### config.mk
export PLATFORM = sky130hd
export DESIGN_NAME = silife_wb_initiator
export DESIGN_NICKNAME = d
export VERILOG_FILES = /design/src/rtl/silife_pkg.sv /design/src/rtl/silife_cmd_fifo.sv /design/src/rtl/silife_wb_initiator.sv
export SDC_FILE = /design/constraint.sdc
export NUM_CORES = 1
export LEC_CHECK = 0
export BUFFER_PORTS_ARGS = -buffer_cell sky130_fd_sc_hd__buf_2
export CAP_MARGIN = 10
export CORE_MARGIN = 4
export CORE_UTILIZATION = 61
export DETAILED_ROUTE_END_ITERATION = 10
export GPL_ROUTABILITY_DRIVEN = 0
export GPL_TIMING_DRIVEN = 1
export PLACE_DENSITY = 0.94
export SKIP_LAST_GASP = 1
export SYNTH_ARGS = -nofsm -noshare
export SYNTH_HDL_FRONTEND = slang
export SYNTH_SLANG_ARGS = --single-unit
### constraint.sdc
create_clock -name clk -period 13.3 [get_ports clk]
set_clock_uncertainty 0.1 [all_clocks]
set_input_delay 2.66 -clock clk [delete_from_list [all_inputs] [get_ports clk]]
set_output_delay 2.66 -clock clk [all_outputs]
set_load 0.1 [all_outputs]
### src/rtl/silife_pkg.sv
// silife_pkg: shared types and constants for the silife Wishbone initiator.
//   wbi_state_t  - initiator FSM states
//   wb_cmd_t     - command word {we, addr, data}, 65 bits
//   GRID_BASE / REG_* - silife grid window base and register byte offsets
package silife_pkg;

    typedef enum logic [1:0] {
        IDLE,
        BUS,
        GAP
    } wbi_state_t;

    localparam logic [31:0] GRID_BASE              = 32'h0000_1000;
    localparam logic [31:0] REG_CTRL               = 32'h0000_0000;
    localparam logic [31:0] REG_CONFIG             = 32'h0000_0004;
    localparam logic [31:0] REG_MAX7219_CTRL       = 32'h0000_0010;
    localparam logic [31:0] REG_MAX7219_CONFIG     = 32'h0000_0014;
    localparam logic [31:0] REG_MAX7219_BRIGHTNESS = 32'h0000_0018;
    localparam logic [31:0] REG_DBG_LOCAL_ADDRESS  = 32'h0000_0020;

    localparam int CMD_W = 65;

    typedef struct packed {
        logic        we;
        logic [31:0] addr;
        logic [31:0] data;
    } wb_cmd_t;

    // Byte address of grid row 'row' in a window starting at 'base'.
    function automatic logic [31:0] grid_row_addr(input logic [31:0] base, input int unsigned row);
        return base + 32'(row * 4);
    endfunction

endpackage

### src/rtl/silife_cmd_fifo.sv
// silife_cmd_fifo: synchronous FIFO holding pending initiator commands.
//   clk, reset   - clock, synchronous active-high reset (empties the FIFO)
//   i_push       - write i_data (ignored when full)
//   i_pop        - drop the head entry (ignored when empty)
//   o_head       - current head entry, valid while !o_empty
//   o_full, o_empty - occupancy flags from registered pointers
module silife_cmd_fifo #(
    parameter int WIDTH = 65,
    parameter int DEPTH = 4
) (
    input  logic             clk,
    input  logic             reset,
    input  logic             i_push,
    input  logic [WIDTH-1:0] i_data,
    input  logic             i_pop,
    output logic [WIDTH-1:0] o_head,
    output logic             o_full,
    output logic             o_empty
);

    localparam int AW = $clog2(DEPTH);

    // Pointers carry one extra wrap bit so full and empty are distinguishable.
    logic [AW:0]      wr_ptr_q, wr_ptr_d;
    logic [AW:0]      rd_ptr_q, rd_ptr_d;
    logic [WIDTH-1:0] mem [DEPTH];
    logic             do_push, do_pop;

    assign o_empty = (wr_ptr_q == rd_ptr_q);
    assign o_full  = (wr_ptr_q[AW] != rd_ptr_q[AW]) && (wr_ptr_q[AW-1:0] == rd_ptr_q[AW-1:0]);
    assign do_push = i_push && !o_full;
    assign do_pop  = i_pop && !o_empty;
    assign o_head  = mem[rd_ptr_q[AW-1:0]];

    always_comb begin
        wr_ptr_d = wr_ptr_q + {{AW{1'b0}}, do_push};
        rd_ptr_d = rd_ptr_q + {{AW{1'b0}}, do_pop};
    end

    always_ff @(posedge clk) begin
        if (reset) begin
            wr_ptr_q <= '0;
            rd_ptr_q <= '0;
        end else begin
            wr_ptr_q <= wr_ptr_d;
            rd_ptr_q <= rd_ptr_d;
        end
    end

    // Storage needs no reset: entries are only read between push and pop.
    always_ff @(posedge clk) begin
        if (do_push) mem[wr_ptr_q[AW-1:0]] <= i_data;
    end

endmodule

### src/rtl/silife_wb_initiator.sv
// silife_wb_initiator: Wishbone classic initiator for the silife slave.
// Commands {we, addr, data} arrive on a valid/ready port into a FIFO; each one
// runs a single-beat bus cycle and yields exactly one in-order response.
//   clk, reset        - clock, synchronous active-high reset
//   i_cmd_*/o_cmd_ready - command push port (ready = FIFO not full)
//   o_rsp_*/i_rsp_ready - response slot, held until accepted; err = timeout
//   o_wb_*/i_wb_*     - Wishbone classic initiator port (stb == cyc)
//   o_busy            - commands pending, bus cycle in progress or response held
module silife_wb_initiator
    import silife_pkg::*;
#(
    parameter int          FIFO_DEPTH = 4,
    parameter int          TIMEOUT    = 255,
    parameter logic [31:0] GRID_BASE  = silife_pkg::GRID_BASE
) (
    input  logic        clk,
    input  logic        reset,
    input  logic        i_cmd_valid,
    output logic        o_cmd_ready,
    input  logic        i_cmd_we,
    input  logic [31:0] i_cmd_addr,
    input  logic [31:0] i_cmd_data,
    output logic        o_rsp_valid,
    input  logic        i_rsp_ready,
    output logic [31:0] o_rsp_data,
    output logic        o_rsp_err,
    output logic        o_wb_cyc,
    output logic        o_wb_stb,
    output logic        o_wb_we,
    output logic [31:0] o_wb_addr,
    output logic [31:0] o_wb_data,
    input  logic        i_wb_ack,
    input  logic [31:0] i_wb_data,
    output logic        o_busy
);

    localparam int                CNT_W    = $clog2(TIMEOUT + 1);
    localparam logic [CNT_W-1:0] CNT_LAST = CNT_W'(TIMEOUT - 1);
    localparam logic [CNT_W-1:0] CNT_SAT  = CNT_W'(TIMEOUT);

    wb_cmd_t    push_cmd, head_cmd;
    logic       fifo_full, fifo_empty, push, pop;

    wbi_state_t       state_q, state_d;
    logic             cyc_q, cyc_d;
    logic             we_q, we_d;
    logic [31:0]      addr_q, addr_d;
    logic [31:0]      wdata_q, wdata_d;
    logic [CNT_W-1:0] cnt_q, cnt_d;
    logic             rsp_valid_q, rsp_valid_d;
    logic [31:0]      rsp_data_q, rsp_data_d;
    logic             rsp_err_q, rsp_err_d;

    assign push_cmd    = '{we: i_cmd_we, addr: i_cmd_addr, data: i_cmd_data};
    assign o_cmd_ready = !fifo_full;
    assign push        = i_cmd_valid && !fifo_full;

    silife_cmd_fifo #(
        .WIDTH (CMD_W),
        .DEPTH (FIFO_DEPTH)
    ) u_fifo (
        .clk     (clk),
        .reset   (reset),
        .i_push  (push),
        .i_data  (push_cmd),
        .i_pop   (pop),
        .o_head  (head_cmd),
        .o_full  (fifo_full),
        .o_empty (fifo_empty)
    );

    always_comb begin
        state_d     = state_q;
        cyc_d       = cyc_q;
        we_d        = we_q;
        addr_d      = addr_q;
        wdata_d     = wdata_q;
        cnt_d       = cnt_q;
        rsp_valid_d = rsp_valid_q && !i_rsp_ready;
        rsp_data_d  = rsp_data_q;
        rsp_err_d   = rsp_err_q;
        pop         = 1'b0;

        case (state_q)
            IDLE: begin
                // Only start when the response slot is free by the time this
                // command could possibly finish.
                if (!fifo_empty && (!rsp_valid_q || i_rsp_ready)) begin
                    pop     = 1'b1;
                    we_d    = head_cmd.we;
                    addr_d  = head_cmd.addr;
                    wdata_d = head_cmd.data;
                    cyc_d   = 1'b1;
                    cnt_d   = '0;
                    state_d = BUS;
                end
            end
            BUS: begin
                if (i_wb_ack) begin
                    cyc_d       = 1'b0;
                    rsp_valid_d = 1'b1;
                    rsp_err_d   = 1'b0;
                    rsp_data_d  = we_q ? 32'h0 : i_wb_data;
                    state_d     = GAP;
                end else if (cnt_q == CNT_LAST) begin
                    cyc_d       = 1'b0;
                    rsp_valid_d = 1'b1;
                    rsp_err_d   = 1'b1;
                    rsp_data_d  = 32'h0;
                    state_d     = GAP;
                end else if (cnt_q != CNT_SAT) begin
                    cnt_d = cnt_q + 1'b1;
                end
            end
            // The slave's registered ack lands here once more; skip it.
            GAP:     state_d = IDLE;
            default: state_d = IDLE;
        endcase
    end

    always_ff @(posedge clk) begin
        if (reset) begin
            state_q     <= IDLE;
            cyc_q       <= 1'b0;
            we_q        <= 1'b0;
            addr_q      <= 32'h0;
            wdata_q     <= 32'h0;
            cnt_q       <= '0;
            rsp_valid_q <= 1'b0;
            rsp_data_q  <= 32'h0;
            rsp_err_q   <= 1'b0;
        end else begin
            state_q     <= state_d;
            cyc_q       <= cyc_d;
            we_q        <= we_d;
            addr_q      <= addr_d;
            wdata_q     <= wdata_d;
            cnt_q       <= cnt_d;
            rsp_valid_q <= rsp_valid_d;
            rsp_data_q  <= rsp_data_d;
            rsp_err_q   <= rsp_err_d;
        end
    end

    assign o_wb_cyc    = cyc_q;
    assign o_wb_stb    = cyc_q;
    assign o_wb_we     = we_q;
    assign o_wb_addr   = addr_q;
    assign o_wb_data   = wdata_q;
    assign o_rsp_valid = rsp_valid_q;
    assign o_rsp_data  = rsp_data_q;
    assign o_rsp_err   = rsp_err_q;
    assign o_busy      = !fifo_empty || (state_q != IDLE) || rsp_valid_q;

endmodule

==> impl_metrics.csv <==
group,metric,value,unit
worst_setup_path,criticalPathCategory,"register to output pin",
worst_setup_path,crit_path_cell_trace,"xor2_1, or3_1, buf_2",
hold_path,min_path_type,"register to register",
worst_setup_path,cp_slowest_cell,"dfxtp_4",
detailed_routing,drtIter0Drc,723,
yosys,yosys.area_share.simple,0.0648,
timing,setup_viol,0,
yosys,synthCells,877,
power_and_ir_drop,switchingPower,1.49,mW
clocking,clk_pin_slew_worst_paths,60,ps
power_and_ir_drop,pwr-share-seq,0.400,
detailed_routing,wire_per_inst,20.7,um
worst_setup_path,critPathArrivalTime,2520,ps
timing,period_minus_slack,5280,ps
yosys,yosysTopAreaCell,"edfxtp_1",
place,placedCellCount,1315,
floorplan,num_rows,54,
worst_setup_path,crit_buf_inv,1,
floorplan,core,22000,sq um
power_and_ir_drop,switching_share,0.401,
clocking,cts_made_buffers,37,
cells_and_area,drive_gt1_frac,0.310,
worst_setup_path,worstSetupStartpoint,"u_fifo.rd_ptr_q[1]",
detailed_routing,antenna_left,0,
yosys,synth-compound-area-share,0.0586,
global_route,grt_overflow,0,
timing,fin_crit_sh,0.397,
worst_setup_path,r2r-end,"u_fifo.rd_ptr_q[1]",
worst_setup_path,critical_path.top_delay_family,"flip-flops",
worst_setup_path,r2r-start,"u_fifo.rd_ptr_q[1]",
clocking,max-clock-path-buffers,3,
power_and_ir_drop,p_per_area,232,nW/um^2
yosys,synthAdderAreaFrac,0.00546,
timing,maxSlewViolCount,0,
detailed_routing,wl_met2,14.5,mm
floorplan,ios,205,
worst_setup_path,critPathMaxStageDelay,960,ps
cells_and_area,area_growth,17.0,%
timing,finalHoldViolCount,0,
yosys,netlist.area_leader.share,0.568,
yosys,avgSynthCellArea,15.7,sq um
global_route,grtUsageTotal,0.227,
floorplan,die_h,158,um
yosys,synth_area,13700,sq um
global_route,grt_max_degree,92,
yosys,ys_warn_count,0,
detailed_routing,dr_wl_met3,2.36,mm
yosys,syn_nets,985,
cells_and_area,nFillCells,1300,
timing,setup_tns,0,ps
timing,worst_pin_slew,1070,ps
worst_setup_path,startpoint_type,"register",
timing,rsz0062_at_grt,"false",
clocking,cts_resized,0,
yosys,synthXorXnorAreaFrac,0.00382,
yosys,synth_cell_types,35,
clocking,ctsHoldBuffers,0,
worst_setup_path,cp-endpoint,"o_cmd_ready",
worst_setup_path,r2r_cells,8,
worst_setup_path,worst-path-stages,3,
yosys,synth_seq_cells,376,
cells_and_area,instances_no_fill,1385,
place,post-dp-hpwl,16.7,mm
yosys,synth_top_family_by_area,"multiplexers",
job,drv_cap,0,
worst_setup_path,worstPathMaxFanout,67,
detailed_routing,firstDrtPassIters,5,
floorplan,design.die.area,25000,sq um
global_route,antenna_found_initial,8,
global_route,grt_first_pass_wirelength,44.2,mm
clocking,htree_levels,2,
yosys,ys_seq_area_frac,0.737,
power_and_ir_drop,p_comb_frac,0.336,
cells_and_area,nets,1182,
global_route,grt_pass1_vias,8344,
power_and_ir_drop,total_power,3.73,mW
place,numPortBuffers,204,
run_status,outcome,"finished, final reports clean",
yosys,synthTopCellsByArea,"edfxtp_1 (57%), dfxtp_1 (17%), mux4_2 (11%)",
clocking,cts.sinks,376,
floorplan,die_w,158,um
detailed_routing,via_per_inst,5.86,
power_and_ir_drop,ir_drop,199,uV
clocking,post_cts_buffers,0,
detailed_routing,num_vias,8123,
detailed_routing,drc_errors,0,
yosys,synth_mux_area_frac,0.107,
cells_and_area,final_common_cell,"edfxtp_1",
floorplan,initial_utilization,0.626,
timing,hold_slack,351,ps
cells_and_area,mostFrequentLayoutCells,"edfxtp_1 (260), buf_2 (203), nand2_1 (164)",
worst_setup_path,crit_path_end_kind,"output pin",
timing,max_freq,0.189,GHz
place,placed_area,14900,sq um
detailed_routing,met1Wirelength,10.8,mm
power_and_ir_drop,power.clock.fraction,0.264,
detailed_routing,top_layer_used,"met5",
clocking,clock_latency,500,ps
power_and_ir_drop,intPower,2.23,mW
timing,max_slew_margin,0.289,
clocking,clock_tree.root_cell,"clkbuf_16",
power_and_ir_drop,total_leakage_power,5.77,nW
clocking,cts_tree,"built",
worst_setup_path,cp.required,10540,ps
worst_setup_path,r2r_slack,9510,ps
detailed_routing,drt-total-wl,28.6,mm
cells_and_area,fin_area,16100,sq um
## power groups by stage
stage | sequential, mW | clock [mW] | combinational [mW]
floorplan | 2.08 | 0 | 0.482
global placement | 1.51 | 0 | 1.23
detailed placement | 1.52 | 0 | 1.25
CTS | 1.49 | 1.00 | 1.26
global route | 1.51 | 1.06 | 1.31
finish | 1.49 | 0.984 | 1.25
## registers in the layout, indices dropped and copies added, names as in the netlist
signal and cells:
o_rsp_valid 1, o_wb_we 1, u_fifo.wr_ptr_q 3, u_fifo.rd_ptr_q 3, o_wb_data 32, o_rsp_err 1
u_fifo.mem 260, o_rsp_data 32, state_q 2, o_wb_addr 32, cnt_q 8, o_wb_cyc 1
## kinds of logic (layout without fill, tap and decap cells)
kind of cell | after synthesis | after routing
and+or+nand+nor | 213 | 213
other | 0 | 3
muxes | 65 | 65
buffers and inverters | 59 | 284
adders and majority gates | 6 | 6
AOI/OAI and AO/OA | 152 | 152
xor gates and xnor gates | 6 | 6
DFF | 376 | 376
## layout make-up
class	count	area (sq um)	area share
diodes	3	7.51	0.000467
clock buffers	56	1100	0.0684
clock inverters	11	65.1	0.00405
inverters	4	15.0	0.000934
multi-input cells	442	3310	0.206
flip-flops and latches	376	10100	0.631
well taps	280	350	0.0218
repair buffers	213	1090	0.0679
## tightest hold or removal path, delay by kind of cell (launching register included)
kind	cells	cell delay, ps
DFF	1	300
and+or+nand+nor	1	50
AOI/OAI and AO/OA	1	50
## per-stage QoR
step,worst slack (ps),util
floorplan,5050,-
global placement,8100,0.679
detailed placement,8050,0.679
CTS,7930,0.732
global route,7880,0.732
finish,8020,0.732
## synthesized netlist by cell type
cell type and count:
and2_1 1, a31oi_1 4, mux4_2 65, or4_1 1
a21oi_1 106, buf_2 12, and3_1 2, buf_6 5
nand2b_1 3, inv_1 3, o21ai_0 35, or3_1 5
or2_2 1, a211oi_1 1, dfxtp_1 116, xor2_1 3
xnor2_1 3, o21a_1 2, o311ai_4 1, nand3_1 13
nand3b_1 1, clkbuf_4 3, nand4_1 4, o211ai_1 2
inv_2 1, clkbuf_1 25, nor2_1 5, buf_4 10
nor3b_1 2, nor3_1 6, nor2b_1 5, o211a_1 1
nand2_1 164, ha_1 6, edfxtp_1 260
## how the worst min path moves through the flow
stage / cells after the start / start / to / slack, ps
floorplan: 2 / cnt_q[6] / cnt_q[6] / 390
global placement: 2 / o_wb_addr[19] / o_wb_addr[19] / 340
detailed placement: 2 / o_wb_addr[27] / o_wb_addr[27] / 340
CTS: 2 / o_wb_addr[27] / o_wb_addr[27] / 350
global route: 2 / o_wb_data[30] / o_wb_data[30] / 380
finish: 2 / o_wb_addr[27] / o_wb_addr[27] / 350
## routing by layer
| metal | up-vias | track usage |
|---|---|---|
| met3 | 78 | 0.0525 |
| met1 | 3982 | 0.286 |
| li1 | 3687 | - |
| met5 | - | 0 |
| met2 | 366 | 0.389 |
| met4 | 10 | 0.0841 |
Note: power is estimated with default switching activity, not from simulation.
